==> src/rtl/term_pkg.sv <==
// term_pkg: shared constants and types for the terminal write controller.
// Optional feature macro: TERM_CLEAR_EN (form-feed screen clear sweep).
package term_pkg;

  // Control and printable-range codes understood by the controller
  localparam logic [7:0] ASCII_CR       = 8'h0D;
  localparam logic [7:0] ASCII_LF       = 8'h0A;
  localparam logic [7:0] ASCII_BS       = 8'h08;
  localparam logic [7:0] ASCII_FF       = 8'h0C;
  localparam logic [7:0] ASCII_PRINT_LO = 8'h20;
  localparam logic [7:0] ASCII_PRINT_HI = 8'h7E;

  // Default screen geometry and fill character
  localparam int         TERM_COLS = 80;
  localparam int         TERM_ROWS = 30;
  localparam logic [6:0] TERM_FILL = 7'h20;

  // Character-cell address as seen by the char generator: {row, col}
  typedef struct packed {
    logic [4:0] row;
    logic [6:0] col;
  } char_addr_t;

  typedef enum logic {
    IDLE  = 1'b0,
    CLEAR = 1'b1
  } term_state_t;

  // True for bytes that are drawn as glyphs
  function automatic logic is_printable(input logic [7:0] b);
    return (b >= ASCII_PRINT_LO) && (b <= ASCII_PRINT_HI);
  endfunction

endpackage

==> src/rtl/term_cursor.sv <==
// term_cursor: row/col position counter with separate field arithmetic.
// Controls in priority order: zero, inc (advance with wrap), retreat
// (col-1, stops at col 0), cr (col=0), lf (row+1 with wrap, col kept).
module term_cursor
  import term_pkg::*;
#(
  parameter int COLS = TERM_COLS,
  parameter int ROWS = TERM_ROWS
) (
  input  logic        clk,
  input  logic        rst_n,
  input  logic        zero,
  input  logic        inc,
  input  logic        retreat,
  input  logic        cr,
  input  logic        lf,
  output logic [11:0] pos
);

  localparam logic [6:0] COL_LAST = 7'(COLS - 1);
  localparam logic [4:0] ROW_LAST = 5'(ROWS - 1);

  logic [4:0] row_reg, row_next;
  logic [6:0] col_reg, col_next;

  // Next position: col never exceeds COL_LAST and carries into row explicitly
  always_comb begin
    row_next = row_reg;
    col_next = col_reg;
    if (zero) begin
      row_next = '0;
      col_next = '0;
    end else if (inc) begin
      if (col_reg == COL_LAST) begin
        col_next = '0;
        row_next = (row_reg == ROW_LAST) ? 5'd0 : row_reg + 5'd1;
      end else begin
        col_next = col_reg + 7'd1;
      end
    end else if (retreat) begin
      if (col_reg != 7'd0) begin
        col_next = col_reg - 7'd1;
      end
    end else if (cr) begin
      col_next = '0;
    end else if (lf) begin
      row_next = (row_reg == ROW_LAST) ? 5'd0 : row_reg + 5'd1;
    end
  end

  // Position register
  always_ff @(posedge clk or negedge rst_n) begin
    if (!rst_n) begin
      row_reg <= '0;
      col_reg <= '0;
    end else begin
      row_reg <= row_next;
      col_reg <= col_next;
    end
  end

  assign pos = {row_reg, col_reg};

endmodule

==> src/rtl/term_write_ctrl.sv <==
// term_write_ctrl: decodes received bytes into char generator writes and
// owns the cursor. Printable bytes write at the cursor and advance it;
// CR/LF/BS move it; other codes are accepted and dropped.
// Optional feature macro: TERM_CLEAR_EN -- when defined, FF (0x0C) starts a
// COLS*ROWS cycle sweep writing the fill character to every cell.
module term_write_ctrl
  import term_pkg::*;
#(
  parameter int         COLS      = TERM_COLS,
  parameter int         ROWS      = TERM_ROWS,
  parameter logic [6:0] FILL_CHAR = TERM_FILL
) (
  input  logic        clk,
  input  logic        rst_n,
  input  logic [7:0]  byte_in,
  input  logic        byte_valid,
  output logic        byte_ready,
  output logic        char_we,
  output logic [11:0] char_addr,
  output logic [6:0]  char_value,
  output logic [11:0] cursor_addr,
  output logic        busy
);

  term_state_t state_reg, state_next;
  logic        char_we_reg, char_we_next;
  logic [11:0] char_addr_reg, char_addr_next;
  logic [6:0]  char_value_reg, char_value_next;
  logic        byte_ready_reg, byte_ready_next;

  logic        cur_zero, cur_inc, cur_retreat, cur_cr, cur_lf;
  logic [11:0] cursor_pos;
  char_addr_t  cur;
  logic        accept;

  assign cur    = char_addr_t'(cursor_pos);
  assign accept = byte_valid & byte_ready_reg;

  term_cursor #(.COLS(COLS), .ROWS(ROWS)) u_cursor (
    .clk     (clk),
    .rst_n   (rst_n),
    .zero    (cur_zero),
    .inc     (cur_inc),
    .retreat (cur_retreat),
    .cr      (cur_cr),
    .lf      (cur_lf),
    .pos     (cursor_pos)
  );

`ifdef TERM_CLEAR_EN
  localparam logic [11:0] LAST_ADDR = {5'(ROWS - 1), 7'(COLS - 1)};

  logic        busy_reg, busy_next;
  logic        sweep_zero, sweep_inc;
  logic [11:0] sweep_pos;

  // Second counter instance walks every cell during a clear
  term_cursor #(.COLS(COLS), .ROWS(ROWS)) u_sweep (
    .clk     (clk),
    .rst_n   (rst_n),
    .zero    (sweep_zero),
    .inc     (sweep_inc),
    .retreat (1'b0),
    .cr      (1'b0),
    .lf      (1'b0),
    .pos     (sweep_pos)
  );
`endif

  // Next-state, write-port and cursor-control decode
  always_comb begin
    state_next      = state_reg;
    char_we_next    = 1'b0;
    char_addr_next  = char_addr_reg;
    char_value_next = char_value_reg;
    byte_ready_next = 1'b1;
    cur_zero        = 1'b0;
    cur_inc         = 1'b0;
    cur_retreat     = 1'b0;
    cur_cr          = 1'b0;
    cur_lf          = 1'b0;
`ifdef TERM_CLEAR_EN
    busy_next       = 1'b0;
    sweep_zero      = 1'b0;
    sweep_inc       = 1'b0;
`endif
    case (state_reg)
      IDLE: begin
        if (accept) begin
          if (is_printable(byte_in)) begin
            char_we_next    = 1'b1;
            char_addr_next  = cursor_pos;
            char_value_next = byte_in[6:0];
            cur_inc         = 1'b1;
          end else if (byte_in == ASCII_CR) begin
            cur_cr = 1'b1;
          end else if (byte_in == ASCII_LF) begin
            cur_lf = 1'b1;
          end else if (byte_in == ASCII_BS) begin
            // Backspace stops at column 0; it never retreats a row
            if (cur.col != 7'd0) begin
              cur_retreat     = 1'b1;
              char_we_next    = 1'b1;
              char_addr_next  = {cur.row, cur.col - 7'd1};
              char_value_next = FILL_CHAR;
            end
`ifdef TERM_CLEAR_EN
          end else if (byte_in == ASCII_FF) begin
            // First sweep write is issued on the entry edge so busy and
            // the write pulses line up exactly
            state_next      = CLEAR;
            byte_ready_next = 1'b0;
            busy_next       = 1'b1;
            char_we_next    = 1'b1;
            char_addr_next  = sweep_pos;
            char_value_next = FILL_CHAR;
            sweep_inc       = 1'b1;
`endif
          end
        end
      end
`ifdef TERM_CLEAR_EN
      CLEAR: begin
        byte_ready_next = 1'b0;
        busy_next       = 1'b1;
        if (char_addr_reg == LAST_ADDR) begin
          // Last cell is being presented now; finish on this edge
          state_next      = IDLE;
          byte_ready_next = 1'b1;
          busy_next       = 1'b0;
          cur_zero        = 1'b1;
          sweep_zero      = 1'b1;
        end else begin
          char_we_next    = 1'b1;
          char_addr_next  = sweep_pos;
          char_value_next = FILL_CHAR;
          sweep_inc       = 1'b1;
        end
      end
`endif
      default: state_next = IDLE;
    endcase
  end

  // Registered state and outputs
  always_ff @(posedge clk or negedge rst_n) begin
    if (!rst_n) begin
      state_reg      <= IDLE;
      char_we_reg    <= 1'b0;
      char_addr_reg  <= '0;
      char_value_reg <= '0;
      byte_ready_reg <= 1'b1;
    end else begin
      state_reg      <= state_next;
      char_we_reg    <= char_we_next;
      char_addr_reg  <= char_addr_next;
      char_value_reg <= char_value_next;
      byte_ready_reg <= byte_ready_next;
    end
  end

`ifdef TERM_CLEAR_EN
  // Busy flag tracks the clear sweep
  always_ff @(posedge clk or negedge rst_n) begin
    if (!rst_n) begin
      busy_reg <= 1'b0;
    end else begin
      busy_reg <= busy_next;
    end
  end
  assign busy = busy_reg;
`else
  assign busy = 1'b0;
`endif

  assign byte_ready  = byte_ready_reg;
  assign char_we     = char_we_reg;
  assign char_addr   = char_addr_reg;
  assign char_value  = char_value_reg;
  assign cursor_addr = cursor_pos;

endmodule

==> config.mk <==
export PLATFORM = sky130hd
export DESIGN_NAME = term_write_ctrl
export DESIGN_NICKNAME = d
export VERILOG_FILES = /design/src/rtl/term_pkg.sv /design/src/rtl/term_cursor.sv /design/src/rtl/term_write_ctrl.sv
export SDC_FILE = /design/constraint.sdc
export NUM_CORES = 1
export LEC_CHECK = 0
export ABC_CLOCK_PERIOD_IN_PS = 2800
export BUFFER_PORTS_ARGS = -buffer_cell sky130_fd_sc_hd__buf_2
export CAP_MARGIN = 10
export CORE_MARGIN = 5
export CORE_UTILIZATION = 49
export DETAILED_ROUTE_END_ITERATION = 10
export GPL_TIMING_DRIVEN = 1
export MAX_ROUTING_LAYER = met4
export PLACE_DENSITY = 0.76
export SETUP_SLACK_MARGIN = 0.3
export SKIP_LAST_GASP = 1
export SYNTH_ARGS = -nofsm -noshare
export SYNTH_HDL_FRONTEND = slang
export SYNTH_HIERARCHICAL = 1
export SYNTH_SLANG_ARGS = --single-unit
==> constraint.sdc <==
create_clock -name clk -period 2.8 [get_ports clk]
set_input_delay 0.14 -clock clk [delete_from_list [all_inputs] [get_ports clk]]
set_output_delay 0.14 -clock clk [all_outputs]
set_load 0.03 [all_outputs]
==> flow_summary.ini <==
[synthesis]
synth_seq_cells = 32
async_flop_share_pct = 100
yosysSeqAreaShare_pct = 39.4
synth_area_leaders = dfrtp_1 (39%), o221a_1 (3.3%), ha_1 (3.1%)
yosys.area.top_type_share_pct = 39.4
ys_warn_count = 6
synth_top_flop_cell = dfrtp_1
syn_area_per_cell_um2 = 9.86
yosys.area.top_type = dfrtp_1
synth-edff-count = 0
ys_types = 65
syn_area_mm2 = 0.00203
synthCells = 206

[detailed_routing]
drcViolationCount = 0
wl_per_cell_um = 15.6
vias_per_cell = 5.79
dr.first_iter.drc_count = 201
via_count = 1893
wl_mm = 5.10
first_pass_iters = 6
ant_nets = 0

[final_layout]
finalInstanceArea_mm2 = 0.00259
drive_gt1_share_pct = 36.5
layout_commonest_cell = buf_2
layout_common_cells = buf_2 (43), dfrtp_1 (30), buf_4 (22)
fin_cells = 327
nets = 292
antennaDiodeCount = 0
largest_register_ffs = 12
areaGrowthSynthToFinish_pct = 27.8

[timing]
finClkSkew_ns = 0.0100
hold_violations = 0
finalWorstSetupSlack_ns = 0.347
rsz0062_at_grt = yes
drv_slew = 0
max_slew_margin_pct = 53.1
min_period_ns = 2.45
setup_violations = 0
worst_hold_slack_ns = 0.109
fin_crit_sh_pct = 87.6
tightestPinTransition_ns = 0.703
fmax_mhz = 408

[pwr]
p_int_uw = 815
cellPowerDensity_mw_per_mm2 = 470
power_switching_uw = 404
swShare_pct = 33.1
combPwrFrac_pct = 26.3
p_clk_share_pct = 29.6
power_frac_seq_pct = 44.1
ir_drop_v = 0.000200
p_leak_nw = 1.24

[placed_design]
dp_hpwl_mm = 3.70
dp.cells = 309
port_buffers = 42
post_dp_cell_area_mm2 = 0.00240
dpl_worst_slack_ns = 0.222
gp_congestion = 0.986

[setup_path]
critical_path_class = reg -> reg
worst_ep_required_time_ns = 2.97
crit_path_end_kind = flop
cp_max_fo = 6
critical_path.startpoint_type = flop
worstReg2RegStart = u_cursor/col_reg[0]
cp-startpoint = u_cursor/col_reg[0]
rrSetupSlack_ns = 0.35
critPathArrivalTime_ns = 2.63
r2r-end = u_cursor/col_reg[5]
r2r_cells = 10

[cts]
numCtsBuffers = 5
cts-root-buf = clkbuf_8
clk_latency_ns = 0.28
htree_levels = 2
clk_pin_slew_ns = 0.07
cts_tree = done
clock_sinks = 32
cts_buffer_depth = 2

[grt]
grt_antenna_before_repair = 0
grt_max_degree = 33
grtUsageTotal_pct = 20.4
grt_pass1_vias = 1704
overflow = 0
grt_first_pass_wirelength_mm = 8.54

[hold_path]
min_path_type = in -> reg
min_path_cells = 3
worstHoldStart = byte_in[3]
hold_end = char_value[3]

[run_status]
status = finished, final reports clean

[job]
cap_violations = 0

[floorplan]
die_y_um = 74.4
die_x_um = 74.4
initial_utilization_pct = 50.8
ioPinCount = 45
num_rows = 23
dieArea_mm2 = 0.00553
coreArea_mm2 = 0.00400
## worst max-delay path by stage
stage,to,slack [ns],cells past startpoint
2_1_floorplan,u_cursor/col_reg[5],-0.05,12
3_3_place_gp,u_cursor/row_reg[3],0.28,10
3_5_place_dp,u_cursor/row_reg[3],0.22,10
4_1_cts,u_cursor/col_reg[5],0.35,10
5_1_grt,u_cursor/row_reg[3],0.27,10
6_report,u_cursor/col_reg[5],0.35,10
## metal layers
layer / vias up / track usage [%] / share of wire [%] / routed length, µm
met2: 68 / 30.6 / 48 / 2470
met3: 8 / 4.19 / 5.9 / 299
met5: - / - / 0 / 0
met4: 0 / 4.15 / 1.2 / 63
met1: 900 / 28.5 / 44 / 2270
li1: 917 / - / - / -
## cell usage after synthesis (2+ instances only)
| master | count |
|---|---|
| ha_1 | 5 |
| nand3_1 | 6 |
| o22ai_1 | 3 |
| o22ai_2 | 2 |
| conb_1 | 2 |
| o31ai_1 | 4 |
| nor2_1 | 10 |
| nand2b_1 | 4 |
| inv_1 | 8 |
| nand2_1 | 16 |
| a21oi_1 | 7 |
| buf_2 | 4 |
| a31oi_1 | 2 |
| o21ai_0 | 11 |
| dfrtp_1 | 32 |
| nor4_1 | 2 |
| or2_2 | 2 |
| mux2_4 | 3 |
| nor2b_1 | 5 |
| o31a_1 | 3 |
| or3b_1 | 3 |
| o221a_1 | 6 |
| nand4_1 | 9 |
| clkbuf_1 | 3 |
| a21o_1 | 3 |
| buf_6 | 2 |
| mux2_1 | 2 |
| o21ai_1 | 2 |
| nor3_1 | 6 |
| and3_1 | 2 |
| a221oi_1 | 2 |
| buf_4 | 2 |
## power by group through the flow
stage          clock, mW  combinational (mW)  sequential, mW
6_report           0.361               0.320           0.537
5_1_grt            0.392               0.347           0.545
4_1_cts            0.366               0.316           0.538
2_1_floorplan          0               0.121           0.639
3_3_place_gp           0               0.310           0.544
3_5_place_dp           0               0.313           0.546
## worst max-delay path, stage by stage (launching register included)
cell      delay, ns
dfrtp_2        0.41
inv_2          0.08
ha_4           0.12
or3b_4         0.37
o41a_1         0.34
nand2_2        0.12
clkinv_4       0.08
or4b_4         0.23
o22ai_4        0.08
a221o_1        0.36
a21o_1         0.15
## cell type report
| cell class | count | area, µm² |
|---|---|---|
| multi-input combinational | 161 | 1200 |
| tap | 50 | 62.6 |
| sequential | 32 | 803 |
| fill | 346 | 1410 |
| timing repair buffer | 66 | 390 |
| clock inverter | 2 | 10.0 |
| clock buffer | 6 | 82.6 |
| inverter | 10 | 42.5 |
## cell families after synthesis
| kind of cell | count (synthesis) | share of synthesized area, % |
|---|---|---|
| AO/OA/AOI/OAI | 64 | 26.6 |
| adder cells (fa/ha/maj) | 5 | 3.08 |
| buffers and inverters | 21 | 5.24 |
| flip-flops | 32 | 39.4 |
| multiplexers | 7 | 4.37 |
| other | 2 | 0.370 |
| AND/OR/NAND/NOR | 75 | 20.9 |
## timing repair
item / 4_1_cts / 5_1_grt
hold endpoints to repair: 32 / 0
gates resized for setup: 2 / 5
hold buffers: 1 / 0
pin swaps: 2 / 5
setup buffers: 1 / 8
endpoints found under the setup margin: 4 / 4
## metrics by stage
step	utilization (%)	TNS, ns	power (mW)
final	64.9	0	1.22
after detailed placement	60.0	0	0.859
after floorplan	-	-0.0470	0.760
after global routing	64.9	0	1.28
after CTS	63.1	0	1.22
after global placement	60.0	0	0.853
Note: power is estimated with default switching activity, not from simulation.
